`src/rtl/fir_seq_mac.sv`:
```
// TAPS-tap signed FIR filter built around one time-shared multiply-accumulate, with runtime-loadable coefficients.
// Define FIR_SATURATE_EN to clamp the output to the DW-bit range; when it is undefined the output wraps.
module fir_seq_mac #(
    parameter int DW    = 8,
    parameter int CW    = 8,
    parameter int TAPS  = 4,
    parameter int SHIFT = 3
) (
    input  logic                      clk,
    input  logic                      rst,
    input  logic                      en,
    input  logic                      in_valid,
    output logic                      in_ready,
    input  logic signed [DW-1:0]      in,
    input  logic                      coef_we,
    input  logic [$clog2(TAPS)-1:0]   coef_addr,
    input  logic signed [CW-1:0]      coef_data,
    output logic                      out_valid,
    output logic signed [DW-1:0]      out
);

    localparam int AW   = $clog2(TAPS);
    localparam int ACCW = DW + CW + $clog2(TAPS);
    localparam logic [AW-1:0] LAST_IDX = AW'(TAPS - 1);
    localparam logic signed [CW-1:0] C_UNITY = CW'(1 << SHIFT);

    typedef enum logic [1:0] {
        ST_IDLE,
        ST_MAC,
        ST_DONE
    } state_t;

    state_t                    r_state;
    state_t                    w_next;
    logic signed [DW-1:0]      r_x [TAPS];
    logic signed [CW-1:0]      r_c [TAPS];
    logic signed [ACCW-1:0]    r_acc;
    logic [AW-1:0]             r_idx;
    logic signed [DW-1:0]      r_out;
    logic                      r_out_valid;

    logic signed [DW+CW-1:0]   w_prod;
    logic signed [ACCW-1:0]    w_prod_ext;
    logic signed [ACCW:0]      w_round;
    logic signed [ACCW:0]      w_r;
    logic signed [DW-1:0]      w_fmt;
    logic                      w_coef_ok;

    assign in_ready  = en && (r_state == ST_IDLE);
    assign out_valid = r_out_valid;
    assign out       = r_out;

    // Zero-extend before comparing so non-power-of-two TAPS rejects unused addresses.
    assign w_coef_ok = ({1'b0, coef_addr} < (AW+1)'(TAPS));

    assign w_prod     = r_x[r_idx] * r_c[r_idx];
    assign w_prod_ext = {{(ACCW-DW-CW){w_prod[DW+CW-1]}}, w_prod};

    generate
        if (SHIFT > 0) begin : g_round
            localparam logic signed [ACCW:0] HALF = (ACCW+1)'(1) <<< (SHIFT - 1);
            assign w_round = {r_acc[ACCW-1], r_acc} + HALF;
        end else begin : g_noround
            assign w_round = {r_acc[ACCW-1], r_acc};
        end
    endgenerate

    assign w_r = w_round >>> SHIFT;

`ifdef FIR_SATURATE_EN
    localparam logic signed [ACCW:0] SAT_MAX = (ACCW+1)'((1 << (DW-1)) - 1);
    localparam logic signed [ACCW:0] SAT_MIN = -SAT_MAX - (ACCW+1)'(1);

    always_comb begin
        w_fmt = DW'(w_r);
        if (w_r > SAT_MAX) begin
            w_fmt = DW'(SAT_MAX);
        end else if (w_r < SAT_MIN) begin
            w_fmt = DW'(SAT_MIN);
        end
    end
`else
    assign w_fmt = DW'(w_r);
`endif

    always_ff @(posedge clk) begin
        if (rst) begin
            r_state <= ST_IDLE;
        end else if (en) begin
            r_state <= w_next;
        end
    end

    always_comb begin
        w_next = r_state;
        case (r_state)
            ST_IDLE: if (in_valid) w_next = ST_MAC;
            ST_MAC:  if (r_idx == LAST_IDX) w_next = ST_DONE;
            ST_DONE: w_next = ST_IDLE;
            default: w_next = ST_IDLE;
        endcase
    end

    always_ff @(posedge clk) begin
        if (rst) begin
            for (int unsigned k = 0; k < TAPS; k++) begin
                r_x[k] <= '0;
                r_c[k] <= '0;
            end
            r_c[0]      <= C_UNITY;
            r_acc       <= '0;
            r_idx       <= '0;
            r_out       <= '0;
            r_out_valid <= 1'b0;
        end else if (en) begin
            r_out_valid <= (r_state == ST_DONE);
            case (r_state)
                ST_IDLE: begin
                    if (coef_we && w_coef_ok) begin
                        r_c[coef_addr] <= coef_data;
                    end
                    if (in_valid) begin
                        for (int unsigned k = 1; k < TAPS; k++) begin
                            r_x[k] <= r_x[k-1];
                        end
                        r_x[0] <= in;
                        r_acc  <= '0;
                        r_idx  <= '0;
                    end
                end
                ST_MAC: begin
                    r_acc <= r_acc + w_prod_ext;
                    r_idx <= r_idx + AW'(1);
                end
                ST_DONE: begin
                    r_out <= w_fmt;
                end
                default: ;
            endcase
        end
    end

endmodule

```
`config.mk`:
```
export PLATFORM = sky130hd
export DESIGN_NAME = fir_seq_mac
export DESIGN_NICKNAME = d
export VERILOG_FILES = /design/src/rtl/fir_seq_mac.sv
export SDC_FILE = /design/constraint.sdc
export NUM_CORES = 1
export LEC_CHECK = 0
export ABC_AREA = 1
export CORE_MARGIN = 5
export CORE_UTILIZATION = 46
export CTS_BUF_LIST = sky130_fd_sc_hd__clkbuf_4 sky130_fd_sc_hd__clkbuf_8
export CTS_CLUSTER_SIZE = 20
export DETAILED_ROUTE_END_ITERATION = 10
export GPL_ROUTABILITY_DRIVEN = 0
export GPL_TIMING_DRIVEN = 0
export PLACE_DENSITY = 0.71
export SLEW_MARGIN = 5
export SYNTH_ARGS = -nofsm -noshare
export SYNTH_HDL_FRONTEND = slang
export SYNTH_SLANG_ARGS = --single-unit
```
`constraint.sdc`:
```
create_clock -name clk -period 11.85 [get_ports clk]
set_input_delay 2.37 -clock clk [delete_from_list [all_inputs] [get_ports clk]]
set_output_delay 2.37 -clock clk [all_outputs]
set_load 0.02 [all_outputs]
```
==> summary.md, run 1 <==
| Metric | Value |
|---|---|
| Synth Register Bits | `90` |
| Sequential cell area | `2360 µm²` |
| Synthesized area | `approximately 6300 µm²` |
| Vias | `a little under 5k` |
| FMAX | `roughly 160 MHz` |
| Met2 WL | `approximately 6300 µm` |
| Proportion of layout cells with a drive suffix above 1 | `0.0966` |
| CP endpoint kind | `primary output` |
| Initial antenna violation count | `0` |
| Setup TNS Final | `0 ns` |
| Non-Filler Instances | `roughly 1.0k` |
| Final-report setup violation count | `0` |
| Count of cell types in the netlist | `38` |
| Syn Inst Count | `roughly 800` |
| Adder-cell share of the synthesized area | `0.182` |
| Syn Nets | `slightly below 900` |
| Clock buffer depth | `2` |
| IO Pins | `33` |
| First-pass GRT wire length | `approximately 23000 µm` |
| Remaining global-route overflow | `0` |
| CTS Hold Buffers Added | `0` |
| # clock sinks | `90` |
| Final Power | `between 700 and 800 µW` |
| DIE WIDTH | `between 100 and 150 µm` |
| P&R area growth vs syn | `12.2%` |
| Largest net degree at the start of global routing | `33` |
| Required @ worst endpoint | `between 9 and 10 ns` |
| Largest family of logic cells by synthesized area | `simple AND/OR/NAND/NOR gates` |
| Core area | `roughly 13000 µm²` |
| Routed Antenna Nets | `0` |
| Worst slew pin tran | `1.28 ns` |
| Synth Area in XOR/XNOR | `0.0125` |
| Number of core rows | `42` |
| Final Cycle Share | `0.516` |
| Max-Cap Viols | `0` |
| Outcome | `complete, no violations` |
| Hold WS | `0.468 ns` |
| Final layout net count | `about 910` |
| Synth Area in Compound Gates | `0.0609` |
| Fillers | `roughly 1.3k` |
| DRC Markers | `0` |
| YS warnings | `0` |
| VDD IR-drop max | `0.0863 mV` |
| Relative slew slack | `0.142` |
| Wire length per cell | `13.4 µm` |
| Met3 routed WL | `around 810 µm` |
| R2r setup slk | `5.76 ns` |
| Leakage | `roughly 3.4 nW` |
| Crit Path Class | `in -> out` |
| Later-pin clock latency in the skew report | `0.40 ns` |
| Hold WC Path Type | `reg -> reg` |
| 1st-iter DRT viols | `260` |
| Die Ht | `127 µm` |
| H-tree depth | `3` |
| Top sig layer | `met4` |
| Area of the multi-input gates | `~3300 µm²` |
| Setup Skew | `between 0.015 and 0.02 ns` |
| Post-layout minimum cycle time | `between 6 and 7 ns` |
| Routed wire length | `13400 µm` |
| Via-to-Cell Ratio | `4.89` |
| # Post-CTS Setup Buffers | `0` |
| Clk root buf | `clkbuf_8` |
| Routed metal-1 wirelength | `a little over 6000 µm` |
| Pwr Density | `113 nW/µm²` |
| Critical Path Start Type | `input pin` |
| CP max FO | `5` |
| Num CTS Buffers | `9` |
| Synth Area in Simple Gates | `0.263` |
| Post-synthesis sequential area ratio | `0.374` |
| DP Wirelength | `around 11000 µm` |
| Initial Util | `0.473` |
| Vias in the first global route | `slightly below 5k` |
| Endpoints failing hold | `0` |
| Area of the die | `~16000 µm²` |
| Port buffer count | `32` |
| First-pass detailed-route iteration total | `5` |
| Gr usage total | `0.182` |
| Mux cell area share after synthesis | `0` |
| CTS clk-pin slew, worst paths | `0.08 ns` |
| Slew Limit Fails | `0` |
| Inst Count DP | `~990` |
| RSZ-0062 raised after global routing | `no` |
| N_diodes | `0` |
| CP arrival | `3.75 ns` |
| Avg Cell Area, Syn | `8.09 µm²` |
| TritonCTS clock tree | `built` |
| CTS resizes | `0` |
-- synthesized netlist by cell type --
library cell | count | area share
o21ai_0 | 19 | 0.015
inv_4 | 1 | 0.00099
xnor2_1 | 4 | 0.0056
clkinv_1 | 2 | 0.0012
edfxtp_1 | 56 | 0.27
buf_8 | 1 | 0.0024
inv_1 | 130 | 0.077
nand3_2 | 3 | 0.0048
xor2_1 | 5 | 0.0069
o31ai_1 | 1 | 0.0012
buf_12 | 1 | 0.0032
nand2_4 | 2 | 0.0036
nand4_1 | 1 | 0.00099
o221ai_1 | 1 | 0.0014
a21oi_2 | 2 | 0.0028
a211oi_1 | 7 | 0.0083
inv_2 | 4 | 0.0024
nor2_1 | 105 | 0.062
buf_4 | 2 | 0.0024
buf_6 | 4 | 0.0071
nand3_1 | 39 | 0.031
nand2_1 | 194 | 0.12
nand3b_1 | 3 | 0.0036
nor4_1 | 1 | 0.00099
a31oi_1 | 1 | 0.00099
nand2_2 | 24 | 0.024
nor2_2 | 4 | 0.0040
a21oi_1 | 29 | 0.023
or2_2 | 3 | 0.0030
nor2_4 | 2 | 0.0036
clkbuf_1 | 4 | 0.0024
ha_1 | 28 | 0.056
o211ai_1 | 1 | 0.0012
fa_1 | 40 | 0.13
dfxtp_1 | 34 | 0.11
a32oi_1 | 5 | 0.0069
buf_2 | 10 | 0.0079
nor3_1 | 7 | 0.0056
-- worst max-delay path: stages --
cell	delay, ns
clkdlybuf4s50_1	0.48
inv_1	0.10
nor2_2	0.17
clkdlybuf4s50_1	0.63
-- stage by stage --
stage               setup slack, ns   util  area (µm²)
global route                   5.33  0.530        7080
floorplan                      6.64      -        6310
global placement               5.73  0.513        6850
detailed placement             5.74  0.513        6850
finish                         5.73  0.530        7080
CTS                            5.73  0.530        7080
-- power by group --
| part | switching [mW] | internal [mW] |
|---|---|---|
| combinational | 0.123 | 0.0756 |
| sequential | 0.0100 | 0.352 |
| clock | 0.114 | 0.125 |
-- per-layer routing --
metal,GRT usage,up-vias
li1,-,2513
met3,0.0359,16
met4,0.0713,0
met2,0.300,128
met1,0.237,2251
met5,0,-
-- cells in the final DEF, fill, tap and decap left out, types with 4 or more instances in the layout --
cell type / n
xnor2_1: 4
nand2_2: 25
inv_1: 130
nor3_1: 7
clkdlybuf4s50_1: 32
clkbuf_1: 4
a211oi_1: 7
ha_1: 28
nand3_1: 39
edfxtp_1: 56
clkbuf_8: 9
nor2_1: 105
xor2_1: 5
buf_6: 4
nor2_2: 4
o21ai_0: 19
buf_2: 10
a21oi_1: 29
inv_2: 4
a32oi_1: 5
fa_1: 40
dfxtp_1: 34
nand2_1: 193
-- registers in the layout, summed over array words and instances, names as in the netlist, named ones only --
name       cells
r_acc         11
r_c           32
r_x           32
out_valid      1
out            8
r_state        2
r_idx          2
-- layout make-up --
cell class              instances  area share
inverters                     137      0.0730
clock buffers                  11      0.0196
plain buffers                  22      0.0226
flip-flops and latches         90       0.334
multi-input cells             531       0.463
well taps                     176      0.0311
clock inverters                 5      0.0120
repair buffers                 32      0.0453
-- final timing paths --
kind	from	endpoint	cells past startpoint
max	en	in_ready	4
min	out_valid	out_valid	2
max reg2reg	flip-flop	r_acc[10]	24
min reg2reg	out_valid	out_valid	2
-- logic make-up (layout without fill, tap and decap cells) --
family,count (synthesis),count (layout)
compound gates,66,66
fa+ha+maj,68,68
flops,90,90
buf+inv,159,207
simple gates,388,388
xor+xnor,9,9
Note: power is estimated with default switching activity, not from simulation.
==> run 2: changes to the inputs <==
==> constraint.sdc (replaced) <==
create_clock -name clk -period 6.2 [get_ports clk]
set_input_delay 1.24 -clock clk [delete_from_list [all_inputs] [get_ports clk]]
set_output_delay 1.24 -clock clk [all_outputs]
set_load 0.02 [all_outputs]
==> summary.md, run 2 (synthesis gave the netlist of run 1 again) <==
| Metric | Value |
|---|---|
| Outcome | `complete, no violations` |
| Setup Skew | `0.0157 ns (-0.00187 ns)` |
| Final instance area | `7090 µm² (+0.25%)` |
| Fillers | `1286 (-0.23%)` |
| RSZ-0062 raised after global routing | `no` |
| Initial Util | `0.473 (unchanged)` |
| Vias | `4901 (-0.14%)` |
| Hold WC Path Type | `reg -> reg` |
| Post-layout minimum cycle time | `around 6 ns` |
| Commonest non-fill, non-tap cell in the layout | `nand2_1` |
| First-pass detailed-route iteration total | `5 (unchanged)` |
| GR Util met2 | `0.300 (unchanged)` |
| Relative slew slack | `0.153 (+0.0112)` |
| FMAX | `around 170 MHz` |
| DRC Markers | `0 (unchanged)` |
| Gr usage total | `0.182 (unchanged)` |
| Leakage | `3.36 nW (about the same)` |
| CTS clk-pin slew, worst paths | `0.09 ns (about the same)` |
| Clock buffer depth | `2 (unchanged)` |
| Endpoints failing hold | `0 (unchanged)` |
| GR Util met3 | `0.0359 (unchanged)` |
| Proportion of layout cells with a drive suffix above 1 | `0.100 (+0.00362)` |
| Port buffer count | `32 (unchanged)` |
| TritonCTS clock tree | `built` |
| Hold WS | `0.468 ns (+0.000170 ns)` |
| Fin worst setup slack | `0.371 ns (-5.36 ns)` |
| Slew Limit Fails | `0 (unchanged)` |
| Routed Antenna Nets | `0 (unchanged)` |
| Largest net degree at the start of global routing | `33 (unchanged)` |
| Most frequent cells in the layout | `193 x nand2_1, 130 x inv_1, 104 x nor2_1, 56 x edfxtp_1, 40 x fa_1` |
| Final layout net count | `914 (unchanged)` |
| CP max FO | `10 (+5)` |
| Later-pin clock latency in the skew report | `0.40 ns (about the same)` |
| Critical Path Start Type | `flip-flop` |
| Initial antenna violation count | `0 (unchanged)` |
| First-pass GRT wire length | `23300 µm (unchanged)` |
| Remaining global-route overflow | `0 (unchanged)` |
| Routed wire length | `13500 µm (+0.21%)` |
| Clk root buf | `clkbuf_8` |
| VDD IR-drop max | `0.165 mV (+91%)` |
| Post-DP Area | `6850 µm² (unchanged)` |
| Setup TNS Final | `0 ns (unchanged)` |
| N_diodes | `0 (unchanged)` |
| IO Pins | `33 (unchanged)` |
| Crit Path Class | `reg -> reg` |
| Number of core rows | `42 (unchanged)` |
| Core area | `13300 µm² (unchanged)` |
| Via-to-Cell Ratio | `4.88 (-0.14%)` |
| Gr busiest metal | `met2` |
| Dpl ws | `0.144 ns (-5.59 ns)` |
| Final Cycle Share | `0.940` |
| Area of the die | `16200 µm² (unchanged)` |
| DP Wirelength | `10700 µm (unchanged)` |
| 1st-iter DRT viols | `268 (+3.1%)` |
| Num CTS Buffers | `9 (unchanged)` |
| Final-report setup violation count | `0 (unchanged)` |
| Wire length per cell | `13.4 µm (+0.21%)` |
| Max-Cap Viols | `0 (unchanged)` |
| Required @ worst endpoint | `6.53 ns (-2.95 ns)` |
| Die Ht | `127 µm (unchanged)` |
| Area of the multi-input gates | `3290 µm² (+0.54%)` |
| CP arrival | `6.16 ns (+2.41 ns)` |
| # Post-CTS Setup Buffers | `0 (unchanged)` |
| DIE WIDTH | `127 µm (unchanged)` |
| Sequential cell area | `2360 µm² (unchanged)` |
| Met1 usage | `0.237 (unchanged)` |
| Pwr Density | `216 nW/µm² (+91%)` |
| # clock sinks | `90 (unchanged)` |
| Worst Hold Launch | `out_valid` |
| CP endpoint kind | `flip-flop` |
| H-tree depth | `3 (unchanged)` |
| Vias in the first global route | `4901 (unchanged)` |
| Biggest regs | `r_c: 32 flops, r_x: 32 flops, r_acc: 11 flops` |
| Worst slew pin tran | `1.26 ns (-0.0167 ns)` |
| P&R area growth vs syn | `12.4%` |
-- run 2: final timing paths --
check / endpoint / slack [ns] / depth (start not counted)
max: r_acc[10] / 0.37 / 22
min: out_valid / 0.47 / 2
max reg2reg: r_acc[10] / 0.37 / 22
min reg2reg: out_valid / 0.47 / 2
-- run 2: final cells by class --
| class | count | share of cell area |
|---|---|---|
| Timing Repair Buffer | 32 | 0.0451 |
| Tap cell | 176 | 0.0310 |
| Multi-Input combinational cell | 531 | 0.464 |
| Inverter | 137 | 0.0728 |
| Sequential cell | 90 | 0.333 |
| Clock buffer | 11 | 0.0196 |
| Clock inverter | 5 | 0.0120 |
| Buffer | 22 | 0.0226 |
-- run 2: repair_timing --
| action | 4_1_cts | 5_1_grt |
|---|---|---|
| setup endpoints to repair | 0 | 3 |
| hold buffers | 0 | 0 |
| gates resized for setup | 0 | 3 |
-- run 2: power breakdown --
| part | switching [mW] | internal (mW) | leakage [nW] |
|---|---|---|---|
| clock | 0.219 | 0.239 | 0.111 |
| sequential | 0.0192 | 0.672 | 0.864 |
| combinational | 0.236 | 0.145 | 2.39 |
| total | 0.474 | 1.06 | 3.36 |
-- run 2: layer usage --
| layer | share of wire | routed length [µm] | up-vias |
|---|---|---|---|
| li1 | - | - | 2512 |
| met1 | 0.45 | 6130 | 2251 |
| met2 | 0.47 | 6280 | 124 |
| met3 | 0.059 | 801 | 14 |
| met4 | 0.019 | 262 | 0 |
| met5 | 0 | 0 | - |
-- run 2: stage by stage --
step	std cells	total power, mW	util
2_1_floorplan	780	0.984	-
3_3_place_gp	988	1.08	0.513
3_5_place_dp	988	1.09	0.513
4_1_cts	1004	1.54	0.530
5_1_grt	1004	1.63	0.531
6_report	1004	1.53	0.531
-- run 2: critical path: stages, from the launching register on --
cell,delay [ns]
dfxtp_1,0.43
buf_6,0.19
buf_8,0.15
buf_2,0.23
nand2_1,0.08
a32oi_1,0.54
nand2_1,0.18
fa_1,0.52
fa_1,0.55
inv_1,0.06
fa_1,0.50
fa_1,0.59
fa_1,0.43
ha_1,0.33
a21oi_1,0.19
o21ai_0,0.09
a31oi_1,0.21
nand3_1,0.09
nand2_1,0.10
inv_1,0.04
nand2_1,0.06
nand3_1,0.07
a21oi_2,0.13
==> run 3: changes to the inputs <==
--- a/config.mk
+++ b/config.mk
@@ -14,6 +14,7 @@
 export GPL_ROUTABILITY_DRIVEN = 0
 export GPL_TIMING_DRIVEN = 0
 export PLACE_DENSITY = 0.71
+export SETUP_SLACK_MARGIN = 0.5
 export SLEW_MARGIN = 5
 export SYNTH_ARGS = -nofsm -noshare
 export SYNTH_HDL_FRONTEND = slang
==> summary.md, run 3 (synthesis gave the netlist of run 1 again) <==
| Metric | Value |
|---|---|
| Outcome | `complete, no violations` |
| # clock sinks | `90 (unchanged)` |
| Final Power | `1.55 mW (+0.98%)` |
| CTS clk-pin slew, worst paths | `0.09 ns (about the same)` |
| Worst slew pin tran | `1.26 ns (+0.00181 ns)` |
| Remaining global-route overflow | `0 (unchanged)` |
| DRC Markers | `0 (unchanged)` |
| Proportion of layout cells with a drive suffix above 1 | `0.121 (+0.0207)` |
| Clk root buf | `clkbuf_8` |
| Clock buffer depth | `2 (unchanged)` |
| Met2 WL | `6380 µm (+1.5%)` |
| Crit Path Class | `reg -> reg` |
| Required @ worst endpoint | `6.46 ns (-0.07 ns)` |
| Core area | `13300 µm² (unchanged)` |
| Gr usage total | `0.183 (+0.00116)` |
| Final Cycle Share | `0.875 (-0.0647)` |
| Endpoints failing hold | `0 (unchanged)` |
| Final-report setup violation count | `0 (unchanged)` |
| Hold WC Path Type | `reg -> reg` |
| Area of the multi-input gates | `3360 µm² (+2.0%)` |
| Leakage | `3.41 nW (+1.4%)` |
| Later-pin clock latency in the skew report | `0.40 ns (about the same)` |
| Setup TNS Final | `0 ns (unchanged)` |
| N_diodes | `0 (unchanged)` |
| 1st-iter DRT viols | `265 (-1.1%)` |
| WHS Path Cells | `2 (unchanged)` |
| Max-Cap Viols | `0 (unchanged)` |
| CP arrival | `5.69 ns (-0.47 ns)` |
| Number of core rows | `42 (unchanged)` |
| Routed wire length | `13600 µm (+1.2%)` |
| Relative slew slack | `0.152 (-0.00121)` |
| Commonest non-fill, non-tap cell in the layout | `nand2_1` |
| Sequential cell area | `2360 µm² (about the same)` |
| Area of the die | `16200 µm² (unchanged)` |
| Met3 routed WL | `697 µm (-13%)` |
| DIE WIDTH | `127 µm (unchanged)` |
| Port buffer count | `32 (unchanged)` |
| Fillers | `1270 (-1.2%)` |
| Hold WS | `0.468 ns (+0.000491 ns)` |
| Post-layout minimum cycle time | `5.43 ns (-0.401 ns)` |
| Vias | `4902 (+0.020%)` |
| RSZ-0062 raised after global routing | `yes` |
| DP Wirelength | `10700 µm (unchanged)` |
| Routed Antenna Nets | `0 (unchanged)` |
| Pwr Density | `214 nW/µm² (-0.82%)` |
| IO Pins | `33 (unchanged)` |
| CTS Hold Buffers Added | `0 (unchanged)` |
| Largest net degree at the start of global routing | `33 (unchanged)` |
| P&R area growth vs syn | `14.5%` |
| Biggest regs | `r_c: 32 flops, r_x: 32 flops, r_acc: 11 flops` |
| Routed metal-1 wirelength | `6260 µm (+2.1%)` |
| Slew Limit Fails | `0 (unchanged)` |
| CP max FO | `10 (unchanged)` |
| VDD IR-drop max | `0.166 mV (+0.66%)` |
| Via-to-Cell Ratio | `4.85 (-0.67%)` |
| H-tree depth | `3 (unchanged)` |
| Initial Util | `0.473 (unchanged)` |
| Die Ht | `127 µm (unchanged)` |
| CP endpoint kind | `flip-flop` |
| TritonCTS clock tree | `built` |
| Top sig layer | `met4` |
| FMAX | `184 MHz (+7.4%)` |
| Reg2Reg Depth | `22 (unchanged)` |
| Initial antenna violation count | `0 (unchanged)` |
| Final layout net count | `921 (+0.77%)` |
| Wire length per cell | `13.5 µm (+0.46%)` |
| Most frequent cells in the layout | `191 x nand2_1, 128 x inv_1, 103 x nor2_1, 56 x edfxtp_1, 40 x fa_1` |
| Vias in the first global route | `4909 (+0.16%)` |
| Num CTS Buffers | `9 (unchanged)` |
| Setup Skew | `0.0168 ns (+0.00110 ns)` |
| First-pass GRT wire length | `23500 µm (+0.50%)` |
| First-pass detailed-route iteration total | `4 (-1)` |
| Critical Path Start Type | `flip-flop` |
run 3: changes by cell type in the layout (fill, tap and decap cells not counted), moves of 2 or more:
cell,change
buf_2,-2
nand2_1,-2
a32oi_4,+2
a32oi_1,-3
nand2_2,+2
inv_1,-2
buf_4,+7
inv_2,+2
run 3: routing by layer:
layer / track usage / vias to the layer above
li1: - / 2530
met1: 0.237 / 2246
met2: 0.304 / 110
met3: 0.0359 / 16
met4: 0.0713 / 0
met5: 0 / -
run 3: stage by stage:
step / instances / cell area [µm²] / util / setup slack (ns)
floorplan: 780 / 6310 / - / 0.988
global placement: 988 / 6850 / 0.513 / 0.221
detailed placement: 988 / 6850 / 0.513 / 0.144
CTS: 1005 / 7120 / 0.533 / 0.529
global route: 1011 / 7220 / 0.541 / 0.424
finish: 1011 / 7220 / 0.541 / 0.773
run 3: final timing paths:
| path | from | to | slack [ns] |
|---|---|---|---|
| setup / recovery | flip-flop | r_acc[10] | 0.77 |
| hold / removal | out_valid | out_valid | 0.47 |
| setup reg to reg | flip-flop | r_acc[10] | 0.77 |
| hold reg to reg | out_valid | out_valid | 0.47 |
run 3: worst max-delay path, stage by stage (launching register included):
cell and delay, ns:
dfxtp_2 0.35, buf_6 0.15, buf_8 0.15, clkbuf_4 0.19, nor2_1 0.12, inv_1 0.08
a32oi_4 0.33, nand2_2 0.10, fa_1 0.49, fa_1 0.55, inv_1 0.06, fa_1 0.50
fa_1 0.59, fa_1 0.43, ha_1 0.33, a21oi_2 0.16, o21ai_0 0.08, a31oi_1 0.21
nand3_1 0.09, nand2_1 0.10, nand3_1 0.08, nand3_1 0.10, a21oi_2 0.05
run 3: area by class of cell:
type,count,share of cell area
plain buffers,22,0.0234
clock buffers,11,0.0192
clock inverters,5,0.0118
inverters,137,0.0715
multi-input cells,531,0.465
flip-flops and latches,90,0.327
well taps,176,0.0305
repair buffers,39,0.0516
run 3: power by group:
group | switching, mW | total, mW | internal, mW | leakage, nW
Clock | 0.220 | 0.459 | 0.239 | 0.111
Sequential | 0.0193 | 0.692 | 0.672 | 0.865
Combinational | 0.242 | 0.394 | 0.152 | 2.44
run 3: timing repair:
action	in CTS	in global routing
hold endpoints to repair	0	0
endpoints found under the setup margin	3	3
pin swaps	2	4
setup buffers	1	6
resized for setup	6	15
